## config.mk

```make
export PLATFORM = sky130hd
export DESIGN_NAME = pe_wht_sched_flat
export DESIGN_NICKNAME = d
export VERILOG_FILES = /design/src/rtl/pe_wht_sched_if.sv /design/src/rtl/pe_wht_sched.sv /design/src/flat_wrapper.sv
export SDC_FILE = /design/constraint.sdc
export NUM_CORES = 1
export LEC_CHECK = 0
export CORE_ASPECT_RATIO = 1.5
export CORE_MARGIN = 2
export CORE_UTILIZATION = 50
export CTS_BUF_LIST = sky130_fd_sc_hd__clkbuf_16
export CTS_CLUSTER_SIZE = 20
export DETAILED_ROUTE_END_ITERATION = 8
export PLACE_DENSITY = 0.72
export SLEW_MARGIN = 20
export SYNTH_ARGS = -nofsm -noshare
export SYNTH_HDL_FRONTEND = slang
export SYNTH_SLANG_ARGS = --single-unit
```

## constraint.sdc

```tcl
create_clock -name clk -period 5.2 [get_ports clk]
set_input_delay 0.52 -clock clk [delete_from_list [all_inputs] [get_ports clk]]
set_output_delay 0.52 -clock clk [all_outputs]
set_load 0.05 [all_outputs]
```

## src/rtl/pe_wht_sched_if.sv

```systemverilog
// rtl/pe_wht_sched_if.sv - stream and processing-element bus for pe_wht_sched
// Purpose: bundles the input stream, output stream, external add/sub PE
//          operands/results and the busy/done status of pe_wht_sched.
// Signals: in_valid/in_ready/in_data  input sample stream
//          pe_x/pe_y                  operands to the external PE
//          pe_s/pe_d                  PE results x+y and x-y (mod 2^W)
//          out_valid/out_ready/out_data output sample stream
//          busy                       high while computing or draining
//          done                       pulse on acceptance of the last output
// Modports: slave = the scheduler, master = its environment.
interface pe_wht_sched_if #(
  parameter int W = 8
);
  logic         in_valid;
  logic         in_ready;
  logic [W-1:0] in_data;
  logic [W-1:0] pe_x;
  logic [W-1:0] pe_y;
  logic [W-1:0] pe_s;
  logic [W-1:0] pe_d;
  logic         out_valid;
  logic         out_ready;
  logic [W-1:0] out_data;
  logic         busy;
  logic         done;

  modport slave (
    input  in_valid, in_data, pe_s, pe_d, out_ready,
    output in_ready, pe_x, pe_y, out_valid, out_data, busy, done
  );

  modport master (
    output in_valid, in_data, pe_s, pe_d, out_ready,
    input  in_ready, pe_x, pe_y, out_valid, out_data, busy, done
  );
endinterface

```

## src/rtl/pe_wht_sched.sv

```systemverilog
// rtl/pe_wht_sched.sv - 8-point Walsh-Hadamard scheduler around an external add/sub PE
// Purpose: loads 8 samples, runs 3 stages x 4 butterflies through the external
//          PE (one butterfly per cycle, results written back in place), then
//          streams the 8 transformed samples out.
// Ports:   clk    rising-edge clock
//          rst_n  asynchronous active-low reset
//          bus    pe_wht_sched_if.slave (streams, PE operands/results, status)
module pe_wht_sched #(
  parameter int W = 8
) (
  input  logic           clk,
  input  logic           rst_n,
  pe_wht_sched_if.slave  bus
);

  typedef enum logic [1:0] {
    LOAD    = 2'd0,
    COMPUTE = 2'd1,
    DRAIN   = 2'd2
  } state_t;

  state_t       state;
  state_t       state_nxt;
  logic [2:0]   ld_idx;
  logic [2:0]   rd_idx;
  logic [3:0]   cnt;      // cnt[3:2] = stage k, cnt[1:0] = butterfly b
  logic [2:0]   bi;
  logic [2:0]   bj;
  logic [W-1:0] mem [8];

  logic in_fire;
  logic out_fire;
  logic last_bfly;

  assign in_fire   = (state == LOAD) && bus.in_valid;
  assign out_fire  = (state == DRAIN) && bus.out_ready;
  assign last_bfly = (cnt == 4'd11);

  // i is b with a zero inserted at bit k; j is its partner with bit k set.
  always_comb begin
    bi = 3'd0;
    case (cnt[3:2])
      2'd0:    bi = {cnt[1:0], 1'b0};
      2'd1:    bi = {cnt[1], 1'b0, cnt[0]};
      default: bi = {1'b0, cnt[1:0]};
    endcase
    bj = bi | (3'd1 << cnt[3:2]);
  end

  // State register
  always_ff @(posedge clk or negedge rst_n) begin
    if (!rst_n) begin
      state <= LOAD;
    end else begin
      state <= state_nxt;
    end
  end

  // Next-state logic; COMPUTE never waits on a handshake.
  always_comb begin
    state_nxt = state;
    case (state)
      LOAD:    if (in_fire && (ld_idx == 3'd7)) state_nxt = COMPUTE;
      COMPUTE: if (last_bfly) state_nxt = DRAIN;
      DRAIN:   if (out_fire && (rd_idx == 3'd7)) state_nxt = LOAD;
      default: state_nxt = LOAD;
    endcase
  end

  // Output logic; everything is gated by state so reset clears all outputs.
  always_comb begin
    bus.in_ready  = 1'b0;
    bus.out_valid = 1'b0;
    bus.out_data  = '0;
    bus.pe_x      = '0;
    bus.pe_y      = '0;
    bus.busy      = 1'b0;
    bus.done      = 1'b0;
    case (state)
      LOAD: begin
        bus.in_ready = 1'b1;
      end
      COMPUTE: begin
        bus.busy = 1'b1;
        bus.pe_x = mem[bi];
        bus.pe_y = mem[bj];
      end
      DRAIN: begin
        bus.busy      = 1'b1;
        bus.out_valid = 1'b1;
        bus.out_data  = mem[rd_idx];
        bus.done      = bus.out_ready && (rd_idx == 3'd7);
      end
      default: ;
    endcase
  end

  // Counters; 3-bit indices wrap to 0 naturally after sample 7.
  always_ff @(posedge clk or negedge rst_n) begin
    if (!rst_n) begin
      ld_idx <= 3'd0;
      rd_idx <= 3'd0;
      cnt    <= 4'd0;
    end else begin
      if (in_fire) begin
        ld_idx <= ld_idx + 3'd1;
      end
      if (out_fire) begin
        rd_idx <= rd_idx + 3'd1;
      end
      if (state == COMPUTE) begin
        cnt <= last_bfly ? 4'd0 : cnt + 4'd1;
      end
    end
  end

  // Sample buffer, no reset needed: a frame always fully reloads it.
  always_ff @(posedge clk) begin
    if (in_fire) begin
      mem[ld_idx] <= bus.in_data;
    end else if (state == COMPUTE) begin
      mem[bi] <= bus.pe_s;
      mem[bj] <= bus.pe_d;
    end
  end

endmodule

```

## src/flat_wrapper.sv

```systemverilog
// flat-port wrapper written by rule: the top's interface ports become plain ports
module pe_wht_sched_flat 
#(
  parameter int W = 8
)
  (clk, rst_n, bus_in_valid, bus_in_data, bus_pe_s, bus_pe_d, bus_out_ready, bus_in_ready, bus_pe_x, bus_pe_y, bus_out_valid, bus_out_data, bus_busy, bus_done);
  pe_wht_sched_if #(.W(W)) bus_i ();
  input  logic clk;
  input  logic rst_n;
  input wire logic [$bits(bus_i.in_valid)-1:0] bus_in_valid;
  input wire logic [$bits(bus_i.in_data)-1:0] bus_in_data;
  input wire logic [$bits(bus_i.pe_s)-1:0] bus_pe_s;
  input wire logic [$bits(bus_i.pe_d)-1:0] bus_pe_d;
  input wire logic [$bits(bus_i.out_ready)-1:0] bus_out_ready;
  output wire logic [$bits(bus_i.in_ready)-1:0] bus_in_ready;
  output wire logic [$bits(bus_i.pe_x)-1:0] bus_pe_x;
  output wire logic [$bits(bus_i.pe_y)-1:0] bus_pe_y;
  output wire logic [$bits(bus_i.out_valid)-1:0] bus_out_valid;
  output wire logic [$bits(bus_i.out_data)-1:0] bus_out_data;
  output wire logic [$bits(bus_i.busy)-1:0] bus_busy;
  output wire logic [$bits(bus_i.done)-1:0] bus_done;
  assign bus_i.in_valid = bus_in_valid;
  assign bus_i.in_data = bus_in_data;
  assign bus_i.pe_s = bus_pe_s;
  assign bus_i.pe_d = bus_pe_d;
  assign bus_i.out_ready = bus_out_ready;
  assign bus_in_ready = bus_i.in_ready;
  assign bus_pe_x = bus_i.pe_x;
  assign bus_pe_y = bus_i.pe_y;
  assign bus_out_valid = bus_i.out_valid;
  assign bus_out_data = bus_i.out_data;
  assign bus_busy = bus_i.busy;
  assign bus_done = bus_i.done;
  pe_wht_sched #(.W(W)) u_core (.clk(clk), .rst_n(rst_n), .bus(bus_i));
endmodule
```

==> flow_summary_export.csv, run 1 <==
group,metric,value,unit
route,dr.pass1.iters,5,
die,boundaryPins,56,
power_and_ir_drop,vdd_ir_drop_max,0.295,mV
placement,gp_congestion,0.952,
clock_network,ctsResizeCount,0,
min_path,hold_class,"primary input to async pin",
job,cap_violations,0,
critical_path,start_kind,"register",
global_route,grt_pass1_wl,26100,µm
route,highest_layer,"met4",
placement,dp.final_hpwl,11700,µm
die,core,10600,µm²
final_layout,syn_to_final_growth,16.2,%
yosys,yosysWarnings,0,
status,status,"completed",
placement,dp_cells,673,
sta,fin_setup_tns,0,ns
sta,fin_crit_sh,78.4,%
route,wl_met3,1350,µm
clock_network,clock_latency,0.34,ns
route,drc_errors,0,
route,m1WireLength,6490,µm
final_layout,postLayoutCellArea,6370,µm²
clock_network,h-tree-depth,3,
placement,place_area,6040,µm²
route,routed_via_density,6.85,
route,postRouteWirelength,17800,µm
clock_network,clockBufferDepth,2,
yosys,synth-seq-cells,76,
yosys,synth_edf_count,64,
clock_network,numClockSinks,76,
critical_path,worstPathArrival,3.56,ns
global_route,grt_pass1_vias,4496,
sta,hold_slack,0.543,ns
yosys,async_reset_ff_share,15.8,%
yosys,synth.area.top_cells,"edfxtp_1, mux2_2, mux4_2",
sta,period_needed,4.08,ns
yosys,synth_area,5480,µm²
final_layout,instances_no_fill,689,
yosys,synth_cells,505,
critical_path,cp_num_buf_inv,1,
yosys,synthFlopType,"edfxtp_1",
route,postRouteAntennaNets,0,
critical_path,worstPathMaxFanout,29,
clock_network,cts_setup_buffers,0,
sta,setup_viol,0,
critical_path,critPathCaptureType,"output port",
die,rows,46,
die,die_area,11800,µm²
final_layout,multi_input_area,3030,µm²
final_layout,diodes,0,
critical_path,cpLargestDelayFamily,"simple AND/OR/NAND/NOR gates",
sta,final_max_slew_viol_count,0,
final_layout,drive_above_1_share,22.6,%
clock_network,cts_root_buf,"clkbuf_16",
yosys,ys_seq_area_share,40.5,%
yosys,synth_top_area_cell,"edfxtp_1",
critical_path,critPathSlowestCell,"dfrtp_1",
sta,clock_skew,0.00629,ns
sta,fmax,0.245,GHz
yosys,syn_area_per_cell,10.9,µm²
global_route,antenna_found_initial,0,
route,met2_length,8990,µm
clock_network,cts_hold_buf,0,
die,die_h,132,µm
yosys,syn_nets,543,
global_route,overflow,0,
yosys,synthDominantCellAreaShare,35.1,%
yosys,synth.distinct_cells,58,
critical_path,path_cells,"nor2_2, nand3_1, o21ai_0, nor3_1, clkdlybuf4s50_1",
sta,relSlewSlack,27.2,%
critical_path,slowest_delay,0.71,ns
sta,rsz0062_at_grt,"false",
route,vias,4719,
die,die_x,89.5,µm
route,initialDrtViolationCount,571,
route,routedWlPerCell,25.8,µm
clock_network,cts_tree,"done",
clock_network,cts_buffers,9,
placement,port_buffers,55,
final_layout,final_common_cell,"edfxtp_1",
final_layout,nFillCells,894,
sta,tightest_slew,1.09,ns
die,initial_core_util,51.5,%
critical_path,crit_required,4.68,ns
final_layout,final_cell_mix,"edfxtp_1, mux2_2, clkdlybuf4s50_1",
clock_network,clk_pin_slew,0.06,ns
global_route,grt_use_total,30.6,%
final_layout,nets,578,
power_and_ir_drop,p_leak,0.00218,µW
critical_path,crit_type,"register to output port",
power_and_ir_drop,p_per_area,735,nW/µm²
sta,hold_violations,0,
final_layout,regArea,2220,µm²
global_route,grt_max_degree,36,
-- report_power, final --
part | internal, µW | switching [µW]
Sequential | 981 | 400
Combinational | 1090 | 1550
Clock | 414 | 241
Total | 2480 | 2200
-- per-layer routing --
metal / GRT usage [%] / up-vias
met5: 0 / -
met4: 15.1 / 0
met3: 4.32 / 58
met2: 50.2 / 315
met1: 38.7 / 2289
li1: - / 2057
-- cells in the mapped netlist (all sizes together) (2+ instances only) --
library cell  instances
or2                   7
inv                   6
nand4                 2
a21oi                37
buf                  29
o32a                  2
xnor2                 2
o211ai                2
nor2b                11
nand2                25
or3                   3
a21boi                2
nor3                 15
a32o                  3
o21ba                 2
clkbuf                8
nand3b                4
o22a                 15
o2111ai               2
nor2                 46
o21ai                32
ha                   10
o221ai                4
mux4                 16
mux2i                18
nand2b                5
dfrtp                12
nand3                 6
a21o                  4
a2bb2oi               5
o22ai                26
o32ai                 6
mux2                 61
nor4                  2
edfxtp               64
and3                  3
-- state kept, by name, indices dropped and copies added (netlist names) --
register / count
u_core.cnt: 4
u_core.state: 2
u_core.mem: 64
u_core.ld_idx: 3
u_core.rd_idx: 3
-- worst reg2reg max path: stages, from the launching register on --
cell      delay, ns
dfrtp_1        1.06
nand2_1        0.56
a21boi_1       0.30
a21oi_1        0.47
o21ai_1        0.49
-- path summary, 6_finish.rpt --
| path | from | to | slack, ns | cells past startpoint |
|---|---|---|---|---|
| worst min-delay path | rst_n | u_core.ld_idx[0]$_DFFE_PN0P_ | 0.54 | 1 |
| max in group asynchronous | rst_n | u_core.cnt[0]$_DFFE_PN0P_ | 4.25 | 1 |
| min in group clk | u_core.ld_idx[0]$_DFFE_PN0P_ | u_core.ld_idx[0]$_DFFE_PN0P_ | 0.55 | 1 |
| worst min register to register | u_core.ld_idx[0]$_DFFE_PN0P_ | u_core.ld_idx[0]$_DFFE_PN0P_ | 0.55 | 1 |
| worst max-delay path | u_core.cnt[2]$_DFFE_PN0P_ | bus_pe_x[3] | 1.12 | 5 |
| worst max register to register | u_core.cnt[1]$_DFFE_PN0P_ | u_core.mem[1][4]$_DFFE_PP_ | 1.93 | 4 |
-- final cells by class --
type                    instances  share of cell area [%]
clock buffers                   9                    3.54
clock inverters                 7                    1.32
inverters                       6                   0.354
multi-input cells             386                    47.7
flip-flops and latches         76                    34.9
well taps                     144                    2.83
repair buffers                 61                    9.36
-- logic make-up after synthesis --
kind of cell             share of synthesized area, %
AO/OA/AOI/OAI                                    17.8
AND/OR/NAND/NOR                                  12.0
multiplexers                                     22.4
flip-flops                                       40.5
buffers and inverters                            4.47
adder cells (fa/ha/maj)                          2.28
XOR/XNOR                                        0.480
-- metrics by stage --
stage | power, µW | setup WS [ns] | utilization, %
finish | 4680 | 1.12 | 59.8
global route | 4890 | 0.987 | 59.8
CTS | 4620 | 1.22 | 59.6
detailed placement | 3960 | 1.59 | 56.7
global placement | 3890 | 1.64 | 56.7
floorplan | 3200 | 1.95 | -
(Power assumes the default switching activity.)
==> run 2, diff against run 1 <==
PLACE_DENSITY = 0.74   (was 0.72)
clock period = 3.7 ns   (was 5.2 ns; I/O delays follow)
==> run 2 against run 1 <==
Design area is 3.1% higher; clock skew grew 0.0016 ns; routed wire length up 3.9%; sequential cell count unchanged; sequential power up 33%; combinational power grew 55%; power rose by 46%; via count is 1.6% higher; core utilization increased by 1.9 points; sequential share of layout area fell by 1.1 points; global-route usage is 1.7 points higher; register-to-register slack worse by 1.2 ns.
==> flow_summary_export.csv, run 2 (synthesis gave the netlist of run 1 again) <==
group,metric,value,unit
clock_network,cts_buffers,9,
clock_network,clock_latency,0.35,ns
die,die_h,132,µm
clock_network,cts_setup_buffers,0,
global_route,grt_pass1_wl,27500,µm
critical_path,critPathCaptureType,"output port",
sta,fin_crit_sh,92.3,%
placement,pre_cts_ws,0.745,ns
min_path,hold_class,"primary input to async pin",
placement,gp_congestion,0.978,
route,initialDrtViolationCount,539,
final_layout,postLayoutCellArea,6570,µm²
final_layout,final_common_cell,"edfxtp_1",
placement,port_buffers,55,
global_route,antenna_found_initial,0,
placement,dp.final_hpwl,12700,µm
die,die_x,89.5,µm
sta,final_max_slew_viol_count,0,
route,postRouteWirelength,18500,µm
die,initial_core_util,51.5,%
route,routedWlPerCell,25.8,µm
sta,period_needed,3.42,ns
sta,fin_setup_tns,0,ns
critical_path,cp_num_buf_inv,1,
sta,fmax,0.293,GHz
critical_path,critPathSlowestCell,"clkdlybuf4s50_1",
global_route,grt_pass1_vias,4778,
final_layout,nets,605,
die,die_area,11800,µm²
clock_network,cts_root_buf,"clkbuf_16",
global_route,grt_use_total,32.3,%
critical_path,path_cells,"or2_2, a2bb2oi_1, o21ai_0, a221oi_1, clkdlybuf4s50_1",
route,postRouteAntennaNets,0,
final_layout,drive_above_1_share,26.4,%
job,cap_violations,0,
clock_network,clk_pin_slew,0.06,ns
final_layout,diodes,0,
placement,place_area,6250,µm²
global_route,grt_max_degree,35,
die,rows,46,
route,drc_errors,0,
route,routed_via_density,6.69,
die,boundaryPins,56,
critical_path,crit_type,"register to output port",
sta,setup_viol,0,
power_and_ir_drop,power,6840,µW
critical_path,cpLargestDelayFamily,"buffers and inverters",
critical_path,worstPathArrival,3.05,ns
critical_path,crit_required,3.33,ns
global_route,overflow,0,
sta,hold_violations,0,
sta,setup_slack,0.283,ns
final_layout,largest_reg_flops,64,
clock_network,cts_tree,"done",
sta,tightest_slew,1.17,ns
clock_network,ctsResizeCount,0,
final_layout,regMostFlops,"u_core.mem",
power_and_ir_drop,p_leak,0.00234,µW
final_layout,final_cell_mix,"edfxtp_1, mux2_2, clkdlybuf4s50_1",
critical_path,start_kind,"register",
clock_network,cts_hold_buf,0,
sta,clock_skew,0.00790,ns
power_and_ir_drop,p_per_area,1040,nW/µm²
status,status,"completed",
critical_path,r2r_slack,0.69,ns
sta,rsz0062_at_grt,"false",
route,dr.pass1.iters,5,
critical_path,worstPathMaxFanout,15,
die,core,10600,µm²
final_layout,reg.largest.list,"u_core.mem (64), u_core.cnt (4)",
route,vias,4793,
power_and_ir_drop,vdd_ir_drop_max,0.574,mV
clock_network,h-tree-depth,3,
clock_network,clockBufferDepth,2,
critical_path,slowest_delay,0.88,ns
clock_network,numClockSinks,76,
sta,relSlewSlack,21.3,%
final_layout,syn_to_final_growth,19.8,%
## run 2: cell types whose count changed in the layout (fill, tap and decap cells not counted), moves of 3 or more
cell	change
buf_12	+3
buf_4	+32
clkdlybuf4s50_1	-8
o21ai_0	+6
o21ai_2	-5
## run 2: layer usage
| metal | vias up | wire [µm] | GRT usage (%) |
|---|---|---|---|
| li1 | 2097 | - | - |
| met1 | 2362 | 7060 | 41.5 |
| met2 | 282 | 9020 | 50.2 |
| met3 | 52 | 1550 | 6.83 |
| met4 | 0 | 833 | 17.3 |
| met5 | - | 0 | 0 |
## run 2: cell type report
| type | instances | area [µm²] |
|---|---|---|
| inverters | 6 | 22.5 |
| repair buffers | 88 | 816 |
| flip-flops and latches | 76 | 2220 |
| fillers | 871 | 4080 |
| clock inverters | 7 | 85.1 |
| multi-input cells | 386 | 3010 |
| well taps | 144 | 180 |
| clock buffers | 9 | 225 |
## run 2: power by group
| group | switching, µW | internal [µW] | total, µW |
|---|---|---|---|
| Sequential | 454 | 1370 | 1830 |
| Combinational | 2370 | 1710 | 4080 |
| Clock | 347 | 583 | 930 |
## run 2: per-stage QoR
| step | hold WS, ns | util, % | cells |
|---|---|---|---|
| 6_report | 0.410 | 61.7 | 716 |
| 3_5_place_dp | 0.530 | 58.7 | 700 |
| 2_1_floorplan | 0.0744 | - | 505 |
| 5_1_grt | 0.447 | 61.7 | 716 |
| 4_1_cts | 0.414 | 61.7 | 716 |
| 3_3_place_gp | 0.524 | 58.7 | 700 |
## run 2: path summary, 6_finish.rpt
path,start,endpoint,cells after the start
max,u_core.cnt[3]$_DFFE_PN0P_,bus_pe_x[7],5
min reg2reg,u_core.ld_idx[0]$_DFFE_PN0P_,u_core.ld_idx[0]$_DFFE_PN0P_,1
min in group clk,u_core.ld_idx[0]$_DFFE_PN0P_,u_core.ld_idx[0]$_DFFE_PN0P_,1
min,rst_n,u_core.ld_idx[0]$_DFFE_PN0P_,1
max reg2reg,u_core.cnt[1]$_DFFE_PN0P_,u_core.mem[3][5]$_DFFE_PP_,6
max in group asynchronous,rst_n,u_core.cnt[0]$_DFFE_PN0P_,1
==> run 3, diff against run 2 <==
CAP_MARGIN = 25   (was not set)
==> run 3 against run 2 <==
Hold slack barely moved; clock power barely moved; design area barely moved; clock-buffer cell count did not move; critical path type unchanged.
==> flow_summary_export.csv, run 3 (synthesis gave the netlist of run 1 again) <==
group,metric,value,unit
status,status,"completed",
sta,relSlewSlack,34.9,%
min_path,hold_class,"primary input to async pin",
final_layout,nFillCells,871,
route,postRouteAntennaNets,0,
global_route,use_met3,6.83,%
clock_network,cts_root_buf,"clkbuf_16",
power_and_ir_drop,p_per_area,1040,nW/µm²
clock_network,cts_buffers,9,
critical_path,worstPathMaxFanout,15,
global_route,grt_pass1_wl,27500,µm
critical_path,crit_required,3.33,ns
global_route,grt_pass1_vias,4778,
final_layout,final_common_cell,"edfxtp_1",
final_layout,largest_reg_flops,64,
global_route,gr-usage-met2,50.2,%
sta,period_needed,3.44,ns
route,vias,4782,
critical_path,r2r_cells,6,
global_route,overflow,0,
route,dr.pass1.iters,5,
route,routedWlPerCell,25.6,µm
final_layout,fin_util,61.7,%
sta,setup_viol,0,
sta,fmax,0.291,GHz
global_route,antenna_found_initial,0,
clock_network,cts_setup_buffers,0,
die,die_area,11800,µm²
power_and_ir_drop,vdd_ir_drop_max,0.574,mV
global_route,grt_use_total,32.3,%
die,boundaryPins,56,
die,die_x,89.5,µm
sta,tightest_slew,0.976,ns
clock_network,clock_latency,0.35,ns
final_layout,nets,606,
critical_path,critPathCaptureType,"output port",
global_route,grt_max_degree,35,
final_layout,syn_to_final_growth,19.9,%
placement,gp_congestion,0.978,
sta,fin_setup_tns,0,ns
sta,final_max_slew_viol_count,0,
global_route,busiest_layer,"met2",
critical_path,worstReg2RegEnd,"u_core.mem[3][5]$_DFFE_PP_",
placement,port_buffers,55,
route,routed_via_density,6.67,
critical_path,start_kind,"register",
final_layout,regMostFlops,"u_core.mem",
global_route,use_met1,41.5,%
die,initial_core_util,51.5,%
die,rows,46,
clock_network,clockBufferDepth,2,
critical_path,r2r_slack,0.69,ns
sta,fin_crit_sh,92.9,%
final_layout,final_cell_mix,"edfxtp_1, mux2_2, clkdlybuf4s50_1",
route,initialDrtViolationCount,550,
sta,rsz0062_at_grt,"false",
final_layout,reg.largest.list,"u_core.mem (64), u_core.cnt (4)",
clock_network,clk_pin_slew,0.06,ns
power_and_ir_drop,p_leak,0.00235,µW
critical_path,worstPathArrival,3.07,ns
final_layout,drive_above_1_share,26.5,%
sta,hold_violations,0,
final_layout,diodes,0,
sta,clock_skew,0.00822,ns
clock_network,h-tree-depth,3,
clock_network,ctsResizeCount,0,
route,postRouteWirelength,18400,µm
route,drc_errors,0,
clock_network,cts_tree,"done",
die,die_h,132,µm
placement,dp.final_hpwl,12700,µm
clock_network,cts_hold_buf,0,
job,cap_violations,0,
die,core,10600,µm²
critical_path,r2r_start,"u_core.cnt[1]$_DFFE_PN0P_",
critical_path,crit_type,"register to output port",
clock_network,numClockSinks,76,
==> run 3: cell types whose count changed in the layout (fill, tap and decap cells not counted) <==
cell / before / now
buf_2: 0 / 1
==> run 3: area by class of cell <==
type | count | area [µm²] | area share, %
tap | 144 | 180 | 2.74
clock buffer | 9 | 225 | 3.43
inverter | 6 | 22.5 | 0.343
clock inverter | 7 | 85.1 | 1.29
timing repair buffer | 89 | 821 | 12.5
sequential | 76 | 2220 | 33.8
multi-input combinational | 386 | 3010 | 45.9
==> run 3: worst max-delay path, stage by stage, from the launching register on <==
cell and delay [ns]:
dfrtp_1 0.68, or2_2 0.44, a2bb2oi_1 0.19, o21ai_0 0.11
a221oi_1 0.41, clkdlybuf4s50_1 0.88
==> run 3: metrics by stage <==
stage / setup WS [ns] / hold slack (ns) / power [µW] / instances / instance area (µm²)
after floorplan: 0.602 / 0.0744 / 4500 / 505 / 5480
after global placement: 0.806 / 0.524 / 5750 / 700 / 6250
after detailed placement: 0.745 / 0.530 / 5820 / 700 / 6250
after CTS: 0.369 / 0.414 / 6770 / 716 / 6570
after global routing: 0.296 / 0.447 / 7140 / 717 / 6570
final: 0.263 / 0.410 / 6840 / 717 / 6570
==> run 3: worst max-delay path by stage <==
stage,start,to,slack (ns),cells after the start
detailed placement,u_core.cnt[3]$_DFFE_PN0P_,bus_pe_x[7],0.74,5
finish,u_core.cnt[3]$_DFFE_PN0P_,bus_pe_x[7],0.26,5
floorplan,u_core.cnt[2]$_DFFE_PN0P_,bus_pe_y[3],0.60,6
global placement,u_core.cnt[3]$_DFFE_PN0P_,bus_pe_x[7],0.81,5
CTS,u_core.cnt[3]$_DFFE_PN0P_,bus_pe_x[7],0.37,5
global route,u_core.cnt[3]$_DFFE_PN0P_,bus_pe_x[7],0.30,5
==> run 3: where the power goes <==
group,internal [µW],switching [µW]
clock network,583,349
registers,1370,451
logic,1710,2360
==> run 3: metal layers <==
metal,routed length [µm],part of all wire (%)
met5,0,0
met4,837,4.6
met3,1530,8.3
met2,8970,49
met1,7040,38
==> RTL change (config.mk and constraints of run 2) <==
Re-encode `state_t` (3 states) as one-hot, 3 bits wide.
--- a/src/rtl/pe_wht_sched.sv
+++ b/src/rtl/pe_wht_sched.sv
@@ -14,8 +14,8 @@
 );
 
-  typedef enum logic [1:0] {
-    LOAD    = 2'd0,
-    COMPUTE = 2'd1,
-    DRAIN   = 2'd2
+  typedef enum logic [2:0] {
+    LOAD    = 3'b001,
+    COMPUTE = 3'b010,
+    DRAIN   = 3'b100
   } state_t;
 
Formal check against the unedited RTL: no difference found for any inputs over 10 cycles, from zero or initial values and one cycle with rst_n low; not proved beyond that.
==> RTL change against run 2 <==
Global-route usage shrank 0.71 points. Area after synthesis shrank 1.1%. Setup slack better by 160 ps. Sequential cell count is 1 higher. Synthesized cell count up 13%. Cell area shrank 1.4%. Routed wire length down 4.1%. Register-to-register slack gained 150 ps. First-iteration DRC count up 3.3%. Critical endpoint is now bus_done. Largest cell class unchanged.
Power is not compared: it rests on default switching activity, and its combinational part moved more than twofold at a synthesized area within 25%.
==> RTL change: results (changes against run 2) <==
reg2reg start=u_core.state[0]; syn nets=603 (+11%); crit-path max cell delay=960 ps (+80 ps); die width=89.0 um (-0.50%); Synth Area in Compound Gates=0.186 (+0.00812); drt initial violations=557 (+3.3%); hpwl dp=13.0 mm (+2.1%); global-route wire length before repair=27.0 mm (-2.1%); Post-synth EDFFs=64 (unchanged); nets@finish=650 (+7.4%); outcome=finished clean; drt wl/cell=23.1 um (-10%); Synth Flop Type=edfxtp_1; clk_skew=5.47 ps (-2.43 ps); proportion of layout cells with a drive suffix above 1=0.161 (-0.103); CP Data Arrival Time=2890 ps (-160 ps); Synth cell types=52 (-10%); # resized after CTS=0 (unchanged); postcts setup bufs=0 (unchanged); slowest cell on the critical path=dfrtp_1; largest net degree at the start of global routing=52 (+49%); drt first pass iters=6 (+1); Post-Place Cell Area=6180 um^2 (-1.2%); R2R depth=4 (-2); Crit Path Category=reg2out; Layout area overhead=19.4%; top post-synthesis cells by area=edfxtp_1 (35%), mux2i_1 (8.7%), mux4_2 (6.6%); Top delay family on crit path=flip-flops; commonest cells in the netlist=nor2_1 (83), nand2_1 (70), edfxtp_1 (64); # port buffers=55 (unchanged); initial antenna violation count=0 (unchanged); sequential fraction of the synthesis area=0.415 (+0.00915); xor/xnor share of the synthesized area=0.00485 (+0.0000509); adder-cell share of the synthesized area=0.0115 (-0.0113); Psw=0.000870 W; vias=4875 (+1.7%); Logic pwr share=0.226; Slew HR=0.291 (+0.0776); beginning of the critical path=u_core.rd_idx[1]; GRT Util Overall=0.316 (-0.00714); leak pwr=2.36 nW; Post-synth ARST share=0.169 (+0.0109); maximum fanout along the worst path=18 (+3); GPL Wtd Cong=1.00 (+2.5%); mux share of post-synthesis cell area=0.166 (-0.0583)
-- RTL change: changes by cell type after synthesis, moves of 10 or more --
cell	before	now
nor2_1	44	83
mux2_2	61	6
o22a_1	15	1
o21ai_0	29	39
mux2i_1	18	47
nor3_1	15	3
a31oi_1	0	13
nand2_1	24	70
clkbuf_1	8	20
a21oi_1	37	48
a21oi_2	0	12
o22ai_1	26	5
-- RTL change: path summary, 6_finish.rpt --
| kind | to | slack [ps] |
|---|---|---|
| setup reg to reg | u_core.mem[3][0] | 840 |
| hold reg to reg | u_core.state[0] | 580 |
| setup / recovery | bus_done | 440 |
| max in group asynchronous | u_core.cnt[0] | 2860 |
| min in group clk | u_core.state[0] | 580 |
| hold / removal | u_core.ld_idx[2] | 410 |
-- RTL change: cell type report --
type / instances / area [um^2]
timing repair buffer: 78 / 783
clock inverter: 7 / 66.3
inverter: 12 / 45.0
tap: 144 / 180
fill: 933 / 4120
multi-input combinational: 439 / 2920
sequential: 77 / 2250
clock buffer: 9 / 225
-- RTL change: cells by family (layout without fill, tap and decap cells) --
group	count (synthesis)	count (layout)
buffers and inverters	54	106
adders and majority gates	5	5
DFF	77	77
AOI/OAI and AO/OA	156	156
and+or+nand+nor	206	206
xor gates and xnor gates	3	3
muxes	69	69
-- RTL change: metal layers --
metal,global-route usage,share of wire,up-vias
met1,0.339,0.33,2318
met4,0.240,0.092,0
met5,0,0,-
met3,0.0446,0.062,81
li1,-,-,2203
met2,0.538,0.51,273
-- RTL change: per-stage QoR --
step	hold slack (ps)	setup slack (ps)	power [W]	instances	util
global route	458	346	0.00285	766	0.611
global placement	556	673	0.00184	750	0.584
CTS	429	484	0.00273	766	0.611
floorplan	74.4	770	0.00161	570	-
finish	411	439	0.00274	766	0.611
detailed placement	562	841	0.00186	750	0.584
